**src/rtl/ifetch_unit_if.sv**
```systemverilog
// Fetch-unit bundle: instruction-memory req/gnt/rvalid port plus the decode-side instruction/branch port.
// Suffixes are from the fetch unit's point of view; the unit binds the master modport.
interface ifetch_unit_if #(
   parameter int ADDR_W = 32
);
   logic              start_i;
   logic              imem_req_o;
   logic [ADDR_W-1:0] imem_addr_o;
   logic              imem_gnt_i;
   logic              imem_rvalid_i;
   logic [31:0]       imem_rdata_i;
   logic              inst_valid_o;
   logic              inst_ready_i;
   logic [31:0]       inst_o;
   logic [6:0]        op_o;
   logic [ADDR_W-1:0] inst_pc_o;
   logic              branch_i;
   logic [ADDR_W-1:0] branch_target_i;

   modport master (
      input  start_i, imem_gnt_i, imem_rvalid_i, imem_rdata_i,
      input  inst_ready_i, branch_i, branch_target_i,
      output imem_req_o, imem_addr_o, inst_valid_o, inst_o, op_o, inst_pc_o
   );

   modport slave (
      output start_i, imem_gnt_i, imem_rvalid_i, imem_rdata_i,
      output inst_ready_i, branch_i, branch_target_i,
      input  imem_req_o, imem_addr_o, inst_valid_o, inst_o, op_o, inst_pc_o
   );
endinterface

```
**src/rtl/ifetch_unit.sv**
```systemverilog
// Sequential instruction fetcher: one outstanding imem request, small shift FIFO towards decode,
// branch redirect that never disturbs an ungranted request (stale responses are drained instead).
module ifetch_unit #(
   parameter int                ADDR_W    = 32,
   parameter logic [ADDR_W-1:0] BOOT_ADDR = ADDR_W'(32'h0000_0000),
   parameter int                DEPTH     = 2
) (
   input logic           clk_i,
   input logic           rst_i,
   ifetch_unit_if.master bus
);
   localparam int CW = $clog2(DEPTH + 1);

   typedef enum logic [1:0] {
      ST_IDLE  = 2'd0,
      ST_REQ   = 2'd1,
      ST_WAIT  = 2'd2,
      ST_DRAIN = 2'd3
   } state_t;

   state_t            state_q;
   logic              req_q;
   logic [ADDR_W-1:0] fetch_pc_q;
   logic              redir_q;
   logic [ADDR_W-1:0] redir_pc_q;

   logic [CW-1:0]     count_q;
   logic [CW-1:0]     count_d;
   logic              valid_q;
   logic [31:0]       data_q [DEPTH];
   logic [31:0]       data_d [DEPTH];
   logic [ADDR_W-1:0] pc_q   [DEPTH];
   logic [ADDR_W-1:0] pc_d   [DEPTH];

   logic              flush;
   logic              pop;
   logic              push;
   logic              space_d;
   logic [CW-1:0]     wr_idx;
   logic [ADDR_W-1:0] target;

   assign flush  = bus.branch_i;
   assign target = bus.branch_target_i & ~ADDR_W'(3);
   assign pop    = valid_q & bus.inst_ready_i;
   assign push   = (state_q == ST_WAIT) & bus.imem_rvalid_i & ~flush;
   assign wr_idx = count_q - CW'(pop);

   // A taken branch overrides any push/pop that lands in the same cycle.
   always_comb begin
      count_d = count_q + CW'(push) - CW'(pop);
      if (flush) begin
         count_d = '0;
      end
   end

   assign space_d = (count_d < CW'(DEPTH));

   // Entry 0 is always the head, so the decode-side outputs come straight from flops.
   genvar gi;
   for (gi = 0; gi < DEPTH; gi++) begin : g_entry
      localparam int NEXT = (gi < DEPTH - 1) ? gi + 1 : gi;
      logic wr_here;
      assign wr_here    = push && (wr_idx == CW'(gi));
      assign data_d[gi] = wr_here ? bus.imem_rdata_i : (pop ? data_q[NEXT] : data_q[gi]);
      assign pc_d[gi]   = wr_here ? fetch_pc_q       : (pop ? pc_q[NEXT]   : pc_q[gi]);
   end

   always_ff @(posedge clk_i or negedge rst_i) begin
      if (!rst_i) begin
         count_q <= '0;
         valid_q <= 1'b0;
         for (int i = 0; i < DEPTH; i++) begin
            data_q[i] <= '0;
            pc_q[i]   <= '0;
         end
      end else begin
         count_q <= count_d;
         valid_q <= (count_d != '0);
         for (int i = 0; i < DEPTH; i++) begin
            data_q[i] <= data_d[i];
            pc_q[i]   <= pc_d[i];
         end
      end
   end

   always_ff @(posedge clk_i or negedge rst_i) begin
      if (!rst_i) begin
         state_q    <= ST_IDLE;
         req_q      <= 1'b0;
         fetch_pc_q <= BOOT_ADDR;
         redir_q    <= 1'b0;
         redir_pc_q <= BOOT_ADDR;
      end else begin
         case (state_q)
            ST_IDLE: begin
               if (flush) begin
                  fetch_pc_q <= target;
               end
               if (bus.start_i && space_d) begin
                  state_q <= ST_REQ;
                  req_q   <= 1'b1;
               end
            end
            ST_REQ: begin
               // The request on the bus is left alone; the redirect is applied once it has been drained.
               if (flush) begin
                  redir_q    <= 1'b1;
                  redir_pc_q <= target;
               end
               if (bus.imem_gnt_i) begin
                  state_q <= (redir_q || flush) ? ST_DRAIN : ST_WAIT;
                  req_q   <= 1'b0;
               end
            end
            ST_WAIT: begin
               if (bus.imem_rvalid_i) begin
                  fetch_pc_q <= flush ? target : fetch_pc_q + ADDR_W'(4);
                  if (bus.start_i && space_d) begin
                     state_q <= ST_REQ;
                     req_q   <= 1'b1;
                  end else begin
                     state_q <= ST_IDLE;
                  end
               end else if (flush) begin
                  redir_q    <= 1'b1;
                  redir_pc_q <= target;
                  state_q    <= ST_DRAIN;
               end
            end
            ST_DRAIN: begin
               if (bus.imem_rvalid_i) begin
                  fetch_pc_q <= flush ? target : redir_pc_q;
                  redir_q    <= 1'b0;
                  if (bus.start_i && space_d) begin
                     state_q <= ST_REQ;
                     req_q   <= 1'b1;
                  end else begin
                     state_q <= ST_IDLE;
                  end
               end else if (flush) begin
                  redir_pc_q <= target;
               end
            end
            default: begin
               state_q <= ST_IDLE;
               req_q   <= 1'b0;
            end
         endcase
      end
   end

   assign bus.imem_req_o   = req_q;
   assign bus.imem_addr_o  = fetch_pc_q;
   assign bus.inst_valid_o = valid_q;
   assign bus.inst_o       = data_q[0];
   assign bus.op_o         = data_q[0][6:0];
   assign bus.inst_pc_o    = pc_q[0];
endmodule

```
**src/flat_wrapper.sv**
```systemverilog
// flat-port wrapper written by rule: the top's interface ports become plain ports
module ifetch_unit_flat 
#(
   parameter int                ADDR_W    = 32,
   parameter logic [ADDR_W-1:0] BOOT_ADDR = ADDR_W'(32'h0000_0000),
   parameter int                DEPTH     = 2
)
  (clk_i, rst_i, bus_start_i, bus_imem_gnt_i, bus_imem_rvalid_i, bus_imem_rdata_i, bus_inst_ready_i, bus_branch_i, bus_branch_target_i, bus_imem_req_o, bus_imem_addr_o, bus_inst_valid_o, bus_inst_o, bus_op_o, bus_inst_pc_o);
  ifetch_unit_if #(.ADDR_W(ADDR_W)) bus_i ();
  input logic clk_i;
  input logic rst_i;
  input wire logic [$bits(bus_i.start_i)-1:0] bus_start_i;
  input wire logic [$bits(bus_i.imem_gnt_i)-1:0] bus_imem_gnt_i;
  input wire logic [$bits(bus_i.imem_rvalid_i)-1:0] bus_imem_rvalid_i;
  input wire logic [$bits(bus_i.imem_rdata_i)-1:0] bus_imem_rdata_i;
  input wire logic [$bits(bus_i.inst_ready_i)-1:0] bus_inst_ready_i;
  input wire logic [$bits(bus_i.branch_i)-1:0] bus_branch_i;
  input wire logic [$bits(bus_i.branch_target_i)-1:0] bus_branch_target_i;
  output wire logic [$bits(bus_i.imem_req_o)-1:0] bus_imem_req_o;
  output wire logic [$bits(bus_i.imem_addr_o)-1:0] bus_imem_addr_o;
  output wire logic [$bits(bus_i.inst_valid_o)-1:0] bus_inst_valid_o;
  output wire logic [$bits(bus_i.inst_o)-1:0] bus_inst_o;
  output wire logic [$bits(bus_i.op_o)-1:0] bus_op_o;
  output wire logic [$bits(bus_i.inst_pc_o)-1:0] bus_inst_pc_o;
  assign bus_i.start_i = bus_start_i;
  assign bus_i.imem_gnt_i = bus_imem_gnt_i;
  assign bus_i.imem_rvalid_i = bus_imem_rvalid_i;
  assign bus_i.imem_rdata_i = bus_imem_rdata_i;
  assign bus_i.inst_ready_i = bus_inst_ready_i;
  assign bus_i.branch_i = bus_branch_i;
  assign bus_i.branch_target_i = bus_branch_target_i;
  assign bus_imem_req_o = bus_i.imem_req_o;
  assign bus_imem_addr_o = bus_i.imem_addr_o;
  assign bus_inst_valid_o = bus_i.inst_valid_o;
  assign bus_inst_o = bus_i.inst_o;
  assign bus_op_o = bus_i.op_o;
  assign bus_inst_pc_o = bus_i.inst_pc_o;
  ifetch_unit #(.ADDR_W(ADDR_W), .BOOT_ADDR(BOOT_ADDR), .DEPTH(DEPTH)) u_core (.clk_i(clk_i), .rst_i(rst_i), .bus(bus_i));
endmodule
```
**config.mk**
```make
export PLATFORM = sky130hd
export DESIGN_NAME = ifetch_unit_flat
export DESIGN_NICKNAME = d
export VERILOG_FILES = /design/src/rtl/ifetch_unit_if.sv /design/src/rtl/ifetch_unit.sv /design/src/flat_wrapper.sv
export SDC_FILE = /design/constraint.sdc
export NUM_CORES = 1
export LEC_CHECK = 0
export ABC_CLOCK_PERIOD_IN_PS = 4000
export CAP_MARGIN = 25
export CELL_PAD_IN_SITES_DETAIL_PLACEMENT = 0
export CELL_PAD_IN_SITES_GLOBAL_PLACEMENT = 1
export CORE_UTILIZATION = 42
export DETAILED_ROUTE_END_ITERATION = 8
export GPL_ROUTABILITY_DRIVEN = 0
export PLACE_DENSITY_LB_ADDON = 0.25
export SKIP_CTS_REPAIR_TIMING = 1
export SLEW_MARGIN = 15
export SYNTH_ARGS = -nofsm -noshare
export SYNTH_HDL_FRONTEND = slang
export SYNTH_SLANG_ARGS = --single-unit
```
**constraint.sdc**
```tcl
create_clock -name clk_i -period 4 [get_ports clk_i]
set_input_delay 0.8 -clock clk_i [delete_from_list [all_inputs] [get_ports clk_i]]
set_output_delay 0.8 -clock clk_i [all_outputs]
set_load 0.03 [all_outputs]
```
==> impl_metrics.env <==
export IMPL_yosys_area_top_type="dfrtp_1"
export IMPL_min_period_ns=2.88
export IMPL_port_buffers=173
export IMPL_cp_start_kind="input pin"
export IMPL_rsz0062_at_grt="no"
export IMPL_synth_fp_nets=1013
export IMPL_cts_buffers=17
export IMPL_ys_flop_type="dfrtp_1"
export IMPL_dr_pass1_iters=5
export IMPL_drive_gt1_share_pct=17.9
export IMPL_synth_top_cell_area_share_pct=48.7
export IMPL_synth_edf_count=0
export IMPL_synthCells=933
export IMPL_cts_max_level=4
export IMPL_start_util_pct=43.2
export IMPL_ys_warn_count=0
export IMPL_via_per_inst=5.25
export IMPL_cap_violations=0
export IMPL_syn_area_sq_um=10200
export IMPL_wire_per_inst_microns=17.5
export IMPL_post_route_period_util_pct=72.0
export IMPL_grt_ovfl_total=0
export IMPL_cts_tree="yes"
export IMPL_hold_viol_final=0
export IMPL_reg2regPathDepth=10
export IMPL_grt_pass1_wl_microns=37700
export IMPL_fin_util_pct=52.1
export IMPL_ir_drop_mv=0.303
export IMPL_wl_microns=23600
export IMPL_synth_common_cells="dfrtp_1 (199), mux2_2 (110), nor2_1 (98)"
export IMPL_maxSlewHeadroom_pct=47.9
export IMPL_synth_seq_cells=199
export IMPL_n_antenna_cell=0
export IMPL_setup_viol=0
export IMPL_cp_startpoint="bus_inst_ready_i"
export IMPL_drv_slew=0
export IMPL_status="completed"
export IMPL_antenna_found_initial=0
export IMPL_rows=56
export IMPL_yosysMostFrequentCell="dfrtp_1"
export IMPL_min_path_type="input pin to async pin"
export IMPL_clock_skew_ns=0.0195
export IMPL_tightest_slew_ns=0.781
export IMPL_p_leak_uw=0.00572
export IMPL_grt_usage_pct=19.7
export IMPL_die_area_sq_um=25000
export IMPL_die_h_microns=158
export IMPL_final_antenna_net_count=0
export IMPL_power_density_nw_per_um2=771
export IMPL_first_iter_violations=533
export IMPL_hpwl_microns=15900
export IMPL_cp_end_kind="register"
export IMPL_rr_endpoint="u_core.state_q[0]"
export IMPL_ys_top_cells_by_area="dfrtp_1 (49%), mux2_2 (12%), mux2i_1 (6.3%), buf_4 (5.5%), a21oi_1 (4.6%)"
export IMPL_cts_max_path_buffers=2
export IMPL_synth_async_reset_ratio_pct=100
export IMPL_required_ns=4.34
export IMPL_setup_tns_ns=0
export IMPL_cts_sinks=199
export IMPL_r2r_setup_slack_ns=1.20
export IMPL_fmax_mhz=347
export IMPL_finalNetCount=1098
export IMPL_clock_latency_ns=0.44
export IMPL_rr_startpoint="u_core.state_q[0]"
export IMPL_yosysUniqueCellTypes=54
export IMPL_ios=176
export IMPL_area_growth_synth_to_final_pct=20.6
export IMPL_cts_root_buf="clkbuf_16"
export IMPL_coreArea_sq_um=23700
export IMPL_die_w_microns=158
export IMPL_fillers=2224
export IMPL_crit_path_max_fanout=6
export IMPL_vias=7088
export IMPL_avgSynthCellArea_sq_um=11.0
export IMPL_arrival_ns=3.22
export IMPL_drc=0
export IMPL_timing_worst_setup_path_type="input pin to register"
export IMPL_clk_pin_slew_worst_paths_ns=0.09
export IMPL_endpoint="u_core.state_q[0]"
export IMPL_grt_max_degree=83
export IMPL_synth_seq_area_share_pct=48.7
export IMPL_grt_pass1_vias=6725
[logic make-up (layout without fill, tap and decap cells)]
| group | Yosys count | after routing | share of synthesized area [%] |
|---|---|---|---|
| mux | 174 | 174 | 18.4 |
| xor+xnor | 19 | 19 | 1.76 |
| buf+inv | 143 | 241 | 9.21 |
| compound gates | 195 | 195 | 11.1 |
| flops | 199 | 199 | 48.7 |
| simple gates | 194 | 194 | 9.76 |
| fa+ha+maj | 9 | 9 | 1.10 |
[layer usage]
layer | GRT usage, % | share of wire, %
met1 | 28.4 | 47
met2 | 30.3 | 46
met3 | 3.56 | 5.7
met4 | 5.17 | 1.2
met5 | 0 | 0
[report_power, final]
group | internal (uW) | switching, uW | total, uW
clock | 848 | 887 | 1730
combinational | 1920 | 2330 | 4250
sequential | 2780 | 735 | 3520
[critical path, stage by stage]
cell	delay, ns
clkdlybuf4s50_1	0.44
nand2_4	0.13
inv_1	0.08
ha_1	0.33
inv_1	0.07
ha_1	0.20
xnor3_1	0.33
o21ai_0	0.26
nand2_1	0.11
nand3_1	0.11
mux2_2	0.34
[stage by stage]
step / hold WS [ns] / power (uW) / cell area (sq um) / setup slack (ns) / instances
6_report: 0.356 / 9510 / 12300 / 1.12 / 1350
2_1_floorplan: 0.453 / 6600 / 10200 / 0.724 / 933
4_1_cts: 0.391 / 9600 / 12300 / 1.16 / 1350
5_1_grt: 0.413 / 10100 / 12300 / 0.944 / 1350
3_3_place_gp: 0.471 / 7750 / 11700 / 0.735 / 1317
3_5_place_dp: 0.474 / 7840 / 11700 / 0.684 / 1318
[flip-flops by register name, indices dropped and copies added (netlist names)]
| name | count |
|---|---|
| u_core.bus.inst_o | 32 |
| u_core.bus.inst_valid_o | 1 |
| u_core.pc_q | 32 |
| u_core.redir_pc_q | 32 |
| u_core.count_q | 2 |
| u_core.bus.inst_pc_o | 32 |
| u_core.data_q | 32 |
| u_core.bus.imem_req_o | 1 |
| u_core.bus.imem_addr_o | 32 |
| u_core.redir_q | 1 |
| u_core.state_q | 2 |
[worst min path at each step]
| stage | slack [ns] | depth (start not counted) | from | end |
|---|---|---|---|---|
| floorplan | 0.45 | 1 | u_core.redir_pc_q[0] | u_core.redir_pc_q[0] |
| global placement | 0.47 | 1 | u_core.redir_pc_q[1] | u_core.redir_pc_q[1] |
| detailed placement | 0.47 | 1 | u_core.redir_pc_q[1] | u_core.redir_pc_q[1] |
| CTS | 0.39 | 1 | rst_i | u_core.bus.inst_o[4] |
| global route | 0.41 | 1 | rst_i | u_core.bus.inst_o[4] |
| finish | 0.36 | 1 | rst_i | u_core.bus.inst_o[4] |
[cell type report]
cell class / instances / area [sq um] / share of cell area, %
Inverter: 12 / 45.0 / 0.365
Timing Repair Buffer: 197 / 1970 / 16.0
Clock inverter: 15 / 176 / 1.43
Tap cell: 319 / 399 / 3.23
Sequential cell: 199 / 4980 / 40.4
Clock buffer: 17 / 425 / 3.45
Multi-Input combinational cell: 591 / 4340 / 35.2
[cell usage in the layout, fill, tap and decap left out, drive strengths merged, types with 5 or more instances in the layout]
cell           count
dfrtp            199
clkdlybuf4s50    172
mux2             110
nor2             100
a21oi             95
mux2i             64
o21ai             52
buf               24
nand2             23
inv               20
a221oi            19
clkbuf            18
nor3b             15
xor2              14
nand3             13
nand4             13
ha                 9
clkinv             7
nor3               7
and3               6
a31oi              5
a22oi              5
No activity file was read; power rests on OpenSTA's default activity.
